## src/rtl/snes_rom_parser_pkg.sv

```systemverilog
// Shared types, header geometry and scoring helpers for the SNES internal-header parser.
package snes_rom_parser_pkg;

  typedef enum logic [2:0] {
    LOROM   = 3'd0,
    HIROM   = 3'd1,
    EXHIROM = 3'd2
  } rom_type_e;

  typedef enum logic [1:0] {
    ST_IDLE,
    ST_CAPTURE,
    ST_DECIDE
  } state_e;

  localparam logic [31:0] LOROM_BASE   = 32'h0000_7FC0;
  localparam logic [31:0] HIROM_BASE   = 32'h0000_FFC0;
  localparam logic [31:0] EXHIROM_BASE = 32'h0040_FFC0;
  localparam logic [31:0] COPIER_HDR   = 32'h0000_0200;
  localparam logic [31:0] HDR_SPAN     = 32'h0000_0040;

  localparam logic [5:0] OFS_MAP     = 6'h15;
  localparam logic [5:0] OFS_ROMSIZE = 6'h17;
  localparam logic [5:0] OFS_CMPL    = 6'h1C;
  localparam logic [5:0] OFS_CSUM    = 6'h1E;
  localparam logic [5:0] OFS_VEC     = 6'h3C;

  localparam int unsigned NUM_FIELD_BYTES = 8;

  // Captured byte slots: map, romsize, cmpl lo/hi, csum lo/hi, vector lo/hi.
  function automatic logic [5:0] field_ofs(int unsigned idx);
    case (idx)
      0:       return OFS_MAP;
      1:       return OFS_ROMSIZE;
      2:       return OFS_CMPL;
      3:       return OFS_CMPL + 6'd1;
      4:       return OFS_CSUM;
      5:       return OFS_CSUM + 6'd1;
      6:       return OFS_VEC;
      7:       return OFS_VEC + 6'd1;
      default: return '0;
    endcase
  endfunction

  function automatic logic mode_ok(rom_type_e kind, logic [7:0] mode);
    case (kind)
      LOROM:   return ~mode[0];
      HIROM:   return mode[0];
      EXHIROM: return (mode[3:0] == 4'h5);
      default: return 1'b0;
    endcase
  endfunction

endpackage

```

## src/rtl/snes_rom_parser_if.sv

```systemverilog
// Download-side bus snooped by the ROM parser, plus the parsed map-type result.
interface snes_rom_parser_if #(
  parameter int unsigned ADDR_W = 25
);
  logic [31:0]       rom_file_size;
  logic [ADDR_W-1:0] addr;
  logic [15:0]       data;
  logic              downloading;
  logic [2:0]        parsed_rom_type;

  modport master (
    output rom_file_size, addr, data, downloading,
    input  parsed_rom_type
  );

  modport slave (
    input  rom_file_size, addr, data, downloading,
    output parsed_rom_type
  );
endinterface

```

## src/rtl/snes_header_scorer.sv

```systemverilog
// Captures one candidate internal header from the download stream and scores it 0..5.
module snes_header_scorer
  import snes_rom_parser_pkg::*;
#(
  parameter int unsigned ADDR_W = 25,
  parameter logic [31:0] BASE   = LOROM_BASE,
  parameter rom_type_e   KIND   = LOROM
) (
  input  logic              clk_i,
  input  logic              rst_i,
  input  logic [ADDR_W-1:0] addr_i,
  input  logic [15:0]       data_i,
  input  logic              cap_en_i,
  input  logic              clr_i,
  input  logic [31:0]       ofs_i,
  input  logic [31:0]       rom_file_size_i,
  output logic [2:0]        score_o
);

  logic [7:0]  fld_q [NUM_FIELD_BYTES];
  logic [7:0]  fld_d [NUM_FIELD_BYTES];
  logic [2:0]  score_q, score_d;
  logic [31:0] addr_w, hdr_base;
  logic [15:0] cmpl, csum, vec;
  logic [16:0] sum;
  logic        eligible;

  assign addr_w   = 32'(addr_i);
  assign hdr_base = BASE + ofs_i;

  // Word-address compare covers both the even byte and addr+1; clear and
  // capture in the same cycle keeps the first word of a new download.
  always_comb begin
    logic [31:0] tgt;
    tgt = '0;
    for (int unsigned i = 0; i < NUM_FIELD_BYTES; i++) begin
      tgt      = hdr_base + 32'(field_ofs(i));
      fld_d[i] = clr_i ? '0 : fld_q[i];
      if (cap_en_i && (addr_w[31:1] == tgt[31:1])) begin
        fld_d[i] = tgt[0] ? data_i[15:8] : data_i[7:0];
      end
    end
  end

  assign cmpl     = {fld_q[3], fld_q[2]};
  assign csum     = {fld_q[5], fld_q[4]};
  assign vec      = {fld_q[7], fld_q[6]};
  assign sum      = {1'b0, cmpl} + {1'b0, csum};
  assign eligible = (rom_file_size_i >= hdr_base + HDR_SPAN);

  always_comb begin
    score_d = '0;
    if (eligible) begin
      if (sum == 17'h0FFFF)                           score_d = score_d + 3'd2;
      if (mode_ok(KIND, fld_q[0]))                    score_d = score_d + 3'd1;
      if (vec >= 16'h8000)                            score_d = score_d + 3'd1;
      if ((fld_q[1] >= 8'h08) && (fld_q[1] <= 8'h0D)) score_d = score_d + 3'd1;
    end
  end

  always_ff @(posedge clk_i or posedge rst_i) begin
    if (rst_i) begin
      for (int unsigned i = 0; i < NUM_FIELD_BYTES; i++) fld_q[i] <= '0;
      score_q <= '0;
    end else begin
      fld_q   <= fld_d;
      score_q <= score_d;
    end
  end

  assign score_o = score_q;

endmodule

```

## src/rtl/snes_rom_parser.sv

```systemverilog
// Classifies the SNES memory map from streamed header candidates at end of download.
// Build option: SNES_ROM_PARSER_EXHIROM_EN adds the ExHiROM candidate.
module snes_rom_parser
  import snes_rom_parser_pkg::*;
#(
  parameter int unsigned ADDR_W = 25
) (
  input logic             clk_mem,
  input logic             reset,
  snes_rom_parser_if.slave bus
);

  state_e    state_q, state_d;
  rom_type_e type_q, type_d;
  rom_type_e best;
  logic      clr;
  logic [31:0] ofs;
  logic [2:0]  score_lo, score_hi, score_ex;

  assign ofs = (bus.rom_file_size[9:0] == 10'h200) ? COPIER_HDR : '0;

  snes_header_scorer #(.ADDR_W(ADDR_W), .BASE(LOROM_BASE), .KIND(LOROM)) u_lo (
    .clk_i(clk_mem), .rst_i(reset), .addr_i(bus.addr), .data_i(bus.data),
    .cap_en_i(bus.downloading), .clr_i(clr), .ofs_i(ofs),
    .rom_file_size_i(bus.rom_file_size), .score_o(score_lo)
  );

  snes_header_scorer #(.ADDR_W(ADDR_W), .BASE(HIROM_BASE), .KIND(HIROM)) u_hi (
    .clk_i(clk_mem), .rst_i(reset), .addr_i(bus.addr), .data_i(bus.data),
    .cap_en_i(bus.downloading), .clr_i(clr), .ofs_i(ofs),
    .rom_file_size_i(bus.rom_file_size), .score_o(score_hi)
  );

`ifdef SNES_ROM_PARSER_EXHIROM_EN
  snes_header_scorer #(.ADDR_W(ADDR_W), .BASE(EXHIROM_BASE), .KIND(EXHIROM)) u_ex (
    .clk_i(clk_mem), .rst_i(reset), .addr_i(bus.addr), .data_i(bus.data),
    .cap_en_i(bus.downloading), .clr_i(clr), .ofs_i(ofs),
    .rom_file_size_i(bus.rom_file_size), .score_o(score_ex)
  );
`else
  assign score_ex = '0;
`endif

  // Strict greater-than keeps LoROM > HiROM > ExHiROM precedence on ties.
  always_comb begin
    best = LOROM;
    if ((score_hi > score_lo) && (score_hi >= score_ex)) best = HIROM;
    if ((score_ex > score_lo) && (score_ex > score_hi))  best = EXHIROM;
  end

  // DECIDE is the cycle after downloading is first seen low; scores are
  // settled by then, and a re-assert there aborts into a fresh capture.
  always_comb begin
    state_d = state_q;
    type_d  = type_q;
    clr     = 1'b0;
    case (state_q)
      ST_IDLE: begin
        if (bus.downloading) begin
          clr     = 1'b1;
          state_d = ST_CAPTURE;
        end
      end
      ST_CAPTURE: begin
        if (!bus.downloading) state_d = ST_DECIDE;
      end
      ST_DECIDE: begin
        if (bus.downloading) begin
          clr     = 1'b1;
          state_d = ST_CAPTURE;
        end else begin
          type_d  = best;
          state_d = ST_IDLE;
        end
      end
      default: state_d = ST_IDLE;
    endcase
  end

  always_ff @(posedge clk_mem or posedge reset) begin
    if (reset) begin
      state_q <= ST_IDLE;
      type_q  <= LOROM;
    end else begin
      state_q <= state_d;
      type_q  <= type_d;
    end
  end

  assign bus.parsed_rom_type = type_q;

endmodule

```

## src/flat_wrapper.sv

```systemverilog
// flat-port wrapper written by rule: the top's interface ports become plain ports
module snes_rom_parser_flat import snes_rom_parser_pkg::*;
#(
  parameter int unsigned ADDR_W = 25
)
  (clk_mem, reset, bus_rom_file_size, bus_addr, bus_data, bus_downloading, bus_parsed_rom_type);
  snes_rom_parser_if #(.ADDR_W(ADDR_W)) bus_i ();
  input logic clk_mem;
  input logic reset;
  input wire logic [$bits(bus_i.rom_file_size)-1:0] bus_rom_file_size;
  input wire logic [$bits(bus_i.addr)-1:0] bus_addr;
  input wire logic [$bits(bus_i.data)-1:0] bus_data;
  input wire logic [$bits(bus_i.downloading)-1:0] bus_downloading;
  output wire logic [$bits(bus_i.parsed_rom_type)-1:0] bus_parsed_rom_type;
  assign bus_i.rom_file_size = bus_rom_file_size;
  assign bus_i.addr = bus_addr;
  assign bus_i.data = bus_data;
  assign bus_i.downloading = bus_downloading;
  assign bus_parsed_rom_type = bus_i.parsed_rom_type;
  snes_rom_parser #(.ADDR_W(ADDR_W)) u_core (.clk_mem(clk_mem), .reset(reset), .bus(bus_i));
endmodule
```

## config.mk

```make
export PLATFORM = sky130hd
export DESIGN_NAME = snes_rom_parser_flat
export DESIGN_NICKNAME = d
export VERILOG_FILES = /design/src/rtl/snes_rom_parser_pkg.sv /design/src/rtl/snes_rom_parser_if.sv /design/src/rtl/snes_header_scorer.sv /design/src/rtl/snes_rom_parser.sv /design/src/flat_wrapper.sv
export SDC_FILE = /design/constraint.sdc
export NUM_CORES = 1
export LEC_CHECK = 0
export BUFFER_PORTS_ARGS = -buffer_cell sky130_fd_sc_hd__buf_4
export CAP_MARGIN = 30
export CORE_ASPECT_RATIO = 1.2
export CORE_MARGIN = 4
export CORE_UTILIZATION = 45
export CTS_CLUSTER_SIZE = 40
export DETAILED_ROUTE_END_ITERATION = 10
export GPL_TIMING_DRIVEN = 0
export PLACE_DENSITY_LB_ADDON = 0.3
export SLEW_MARGIN = 20
export SYNTH_ARGS = -nofsm -noshare
export SYNTH_HDL_FRONTEND = slang
export SYNTH_SLANG_ARGS = --single-unit
```

## constraint.sdc

```tcl
create_clock -name clk_mem -period 3.75 [get_ports clk_mem]
set_input_delay 0.9375 -clock clk_mem [delete_from_list [all_inputs] [get_ports clk_mem]]
set_output_delay 0.9375 -clock clk_mem [all_outputs]
set_load 0.01 [all_outputs]
```

==> reports/summary.txt <==
Status -> completed
Crit-path max FO -> 9
Final Setup Violations -> 0
DP HPWL -> 12.3 mm
Hold Startpoint -> u_core.state_q[1]$_DFFE_PP0P_
DIE WIDTH -> 112 microns
Buffers on Ports -> 68
CTS clk-pin slew, worst paths -> 0.07 ns
CTS Hold Buffers Added -> 0
Logic pwr share -> 6.1%
Yosys cell types -> 68
DRC -> 0
Clock skew -> 0.00515 ns
Slowest CP cell -> or4_1
Hold WC Path Type -> flop to flop
Critical path's most frequent cell -> ha_1
Sw Share -> 21.2%
Gpl congestion -> 0.937
Gr usage total -> 21.6%
Layout Utilization -> 56.3%
Internal Power -> 1.77 mW
Slew Viols, Final -> 0
Filler cell count -> 1179
CTS tree -> yes
Area delta synth->final -> 21.5%
Worst reg-to-reg path cell count -> 14
Kind of critical path -> flop to flop
Hold endpoint -> u_core.state_q[1]$_DFFE_PP0P_
FF-to-FF setup slack -> 0.13 ns
Asr flop ratio synth -> 100%
Drt wl/cell -> 16.3 microns
WP data required -> 4.03 ns
Row cnt -> 45
Power Dens Cells -> 314 mW/mm^2
Ant diodes -> 0
R2r endpoint -> u_core.u_lo.score_o[1]$_DFF_PP0_
Nets@finish -> 930
Area contributors post-synth -> dfrtp_1 (39%), nand2_1 (12%), ha_1 (8.5%)
Placed insts -> 962
DRT antenna net count -> 0
Final Worst Setup Slack -> 0.133 ns
Top delay family on crit path -> compound AO/OA/AOI/OAI gates
Max Clock Freq -> 276 MHz
Starting Density -> 46.3%
Vias in the first global route -> 5586
Via count -> 5546
RSZ-0062 raised after global routing -> true
Worst IR Drop VDD -> 0.265 mV
Post-synth EDFFs -> 0
Top Ports -> 79
Core ar. -> 0.0127 sq mm
Pre-CTS setup slack -> -0.157 ns
Grt total ovfl -> 0
DIE AREA -> 0.0150 sq mm
Leak -> 3.53 nW
Die Y-Extent -> 133 microns
CP bufs+invs -> 2
Htree depth -> 3
Pre-antenna DRT Iters -> 5
DRT iter0 DRCs -> 440
Clk Latency, worst-skew pair -> 0.34 ns
First-pass GRT wire length -> 26.5 mm
Slowest stage delay, CP -> 0.52 ns
Crit path cell chain -> ha_1, clkbuf_4, nand2_1, o32ai_2, o311ai_1, or4_1, nor3_1, o2111a_2, ha_1, mux2_2, ha_1, inv_1, a21oi_1, o21a_1
Least-Margin Pin Slew -> 0.672 ns
Worst path arrival time -> 3.90 ns
CP startpoint kind -> flop
Initial antenna violation count -> 0
Netlist area before placement -> 0.00589 sq mm
Sinks on Clock Net -> 91
Top-area cell type share of the netlist area -> 38.6%
Total Power -> 2.25 mW
Post-Route WL -> 16.0 mm
Rel. slew slack -> 54.6%
Seq/Total Area, Yosys -> 38.6%
Reg-to-reg startpoint -> u_core.u_lo.csum[9]$_DFFE_PP0P_
Count leader, synth -> nand2_1
Largest net degree at the start of global routing -> 51
Synth Warn # -> 0
Root Buffer -> clkbuf_16
Psw -> 0.477 mW
CTS Buf Count -> 9
Min Tclk post-route -> 3.62 ns
Final Cycle Share -> 96.5%
Clk buf depth -> 2
Final hold vios -> 0
Synth cell count leaders -> nand2_1 (188), dfrtp_1 (91), nand3_1 (81)
Final Non-Filler Cells -> 981
Dominant synthesized flop cell -> dfrtp_1
Setup TNS -> 0 ns
Sequential power share -> 43.8%
Synth Instances -> 728
Post-synth top area cell -> dfrtp_1
Syn Area/Cell -> 8.09 sq um
Layout cell share with drive strength beyond 1 -> 17.3%
Vias per cell -> 5.65
Critical path capture point type -> flop
Yosys reg bits -> 91
WHS Path Cells -> 1
Clock power frac -> 50.1%
Max-cap violations -> 0
==> stage by stage <==
| stage | hold WS (ns) | instance area (sq um) |
|---|---|---|
| after global placement | 0.439 | 6610 |
| after global routing | 0.476 | 7160 |
| after CTS | 0.461 | 7040 |
| final | 0.463 | 7160 |
| after detailed placement | 0.452 | 6640 |
| after floorplan | 0.422 | 5900 |
==> cell families after synthesis <==
logic type	count (synthesis)	share of synthesized area, %
fa+ha+maj	42	9.17
simple gates	383	30.2
buf+inv	61	4.59
flops	91	38.6
other cells	1	0.0636
mux	3	0.552
compound gates	130	14.2
xor+xnor	17	2.53
==> registers in the layout, indices dropped and copies added, names as in the netlist, 2 cells and up <==
register	cells
u_core.u_lo.csum	16
u_core.u_lo.score_o	3
u_core.state_q	2
u_core.u_hi.csum	16
u_core.u_lo.fld_q	9
u_core.u_hi.fld_q	9
u_core.u_hi.score_o	3
u_core.u_hi.cmpl	16
u_core.u_lo.cmpl	16
==> area by class of cell <==
type                       count  area (sq um)  share of cell area [%]
buffer                        46           219                    3.06
sequential                    91          2280                    31.8
multi-input combinational    577          3470                    48.4
tap                          164           205                    2.87
timing repair buffer          72           561                    7.83
clock inverter                 7           148                    2.06
clock buffer                   9           225                    3.15
inverter                      15          58.8                   0.821
==> repair_timing <==
action / CTS / global route
pin swaps: 2 / 13
setup buffers: 0 / 3
resized for setup: 7 / 19
endpoints found under the setup margin: 4 / 4
==> worst register-to-register path, cell delays in order, from the launching register on <==
cell and delay, ns:
dfrtp_1 0.40, ha_1 0.29, clkbuf_4 0.20, nand2_1 0.14, o32ai_2 0.26, o311ai_1 0.16, or4_1 0.52, nor3_1 0.19
o2111a_2 0.28, ha_1 0.25, mux2_2 0.28, ha_1 0.28, inv_1 0.04, a21oi_1 0.12, o21a_1 0.15
==> power groups by stage <==
| stage | sequential [mW] | clock (mW) | combinational [mW] |
|---|---|---|---|
| floorplan | 1.00 | 0 | 0.0489 |
| global placement | 1.00 | 0 | 0.129 |
| detailed placement | 1.00 | 0 | 0.139 |
| CTS | 0.983 | 1.14 | 0.139 |
| global route | 0.983 | 1.19 | 0.152 |
| finish | 0.983 | 1.13 | 0.138 |
==> worst max path at each step <==
stage	from	slack [ns]	cells past startpoint	end
after floorplan	u_core.u_hi.cmpl[0]$_DFFE_PP0P_	0.23	16	u_core.u_hi.score_o[2]$_DFF_PP0_
after global placement	reset	-0.52	2	u_core.u_hi.cmpl[1]$_DFFE_PP0P_
after detailed placement	u_core.u_hi.cmpl[0]$_DFFE_PP0P_	-0.16	17	u_core.u_hi.score_o[2]$_DFF_PP0_
after CTS	u_core.u_hi.cmpl[0]$_DFFE_PP0P_	-0.02	17	u_core.u_hi.score_o[2]$_DFF_PP0_
after global routing	u_core.u_hi.csum[0]$_DFFE_PP0P_	-0.03	17	u_core.u_hi.score_o[2]$_DFF_PP0_
final	u_core.u_lo.csum[9]$_DFFE_PP0P_	0.13	14	u_core.u_lo.score_o[1]$_DFF_PP0_
==> placed cells by master (no fill, tap or decap), types with 5 or more instances in the layout <==
cell / count
nand2_1: 187
dfrtp_1: 91
nand3_1: 81
buf_4: 73
o21ai_0: 43
ha_1: 36
nor2_1: 34
a21oi_1: 26
clkbuf_1: 19
buf_2: 17
inv_1: 13
nor4_1: 11
nor3_1: 11
xnor2_1: 9
clkbuf_16: 9
xor2_1: 8
o21a_1: 8
a21o_1: 8
nor2b_1: 7
nand4_1: 6
nand2b_1: 6
nor3b_1: 5
buf_1: 5
or3_1: 5
==> layer usage <==
| layer | global-route usage, % | wire length (microns) | vias up |
|---|---|---|---|
| met3 | 3.91 | 651 | 27 |
| met5 | 0 | 0 | - |
| met1 | 25.9 | 6550 | 2674 |
| li1 | - | - | 2707 |
| met4 | 6.68 | 286 | 0 |
| met2 | 39.0 | 8500 | 138 |
Note: power is estimated with default switching activity, not from simulation.
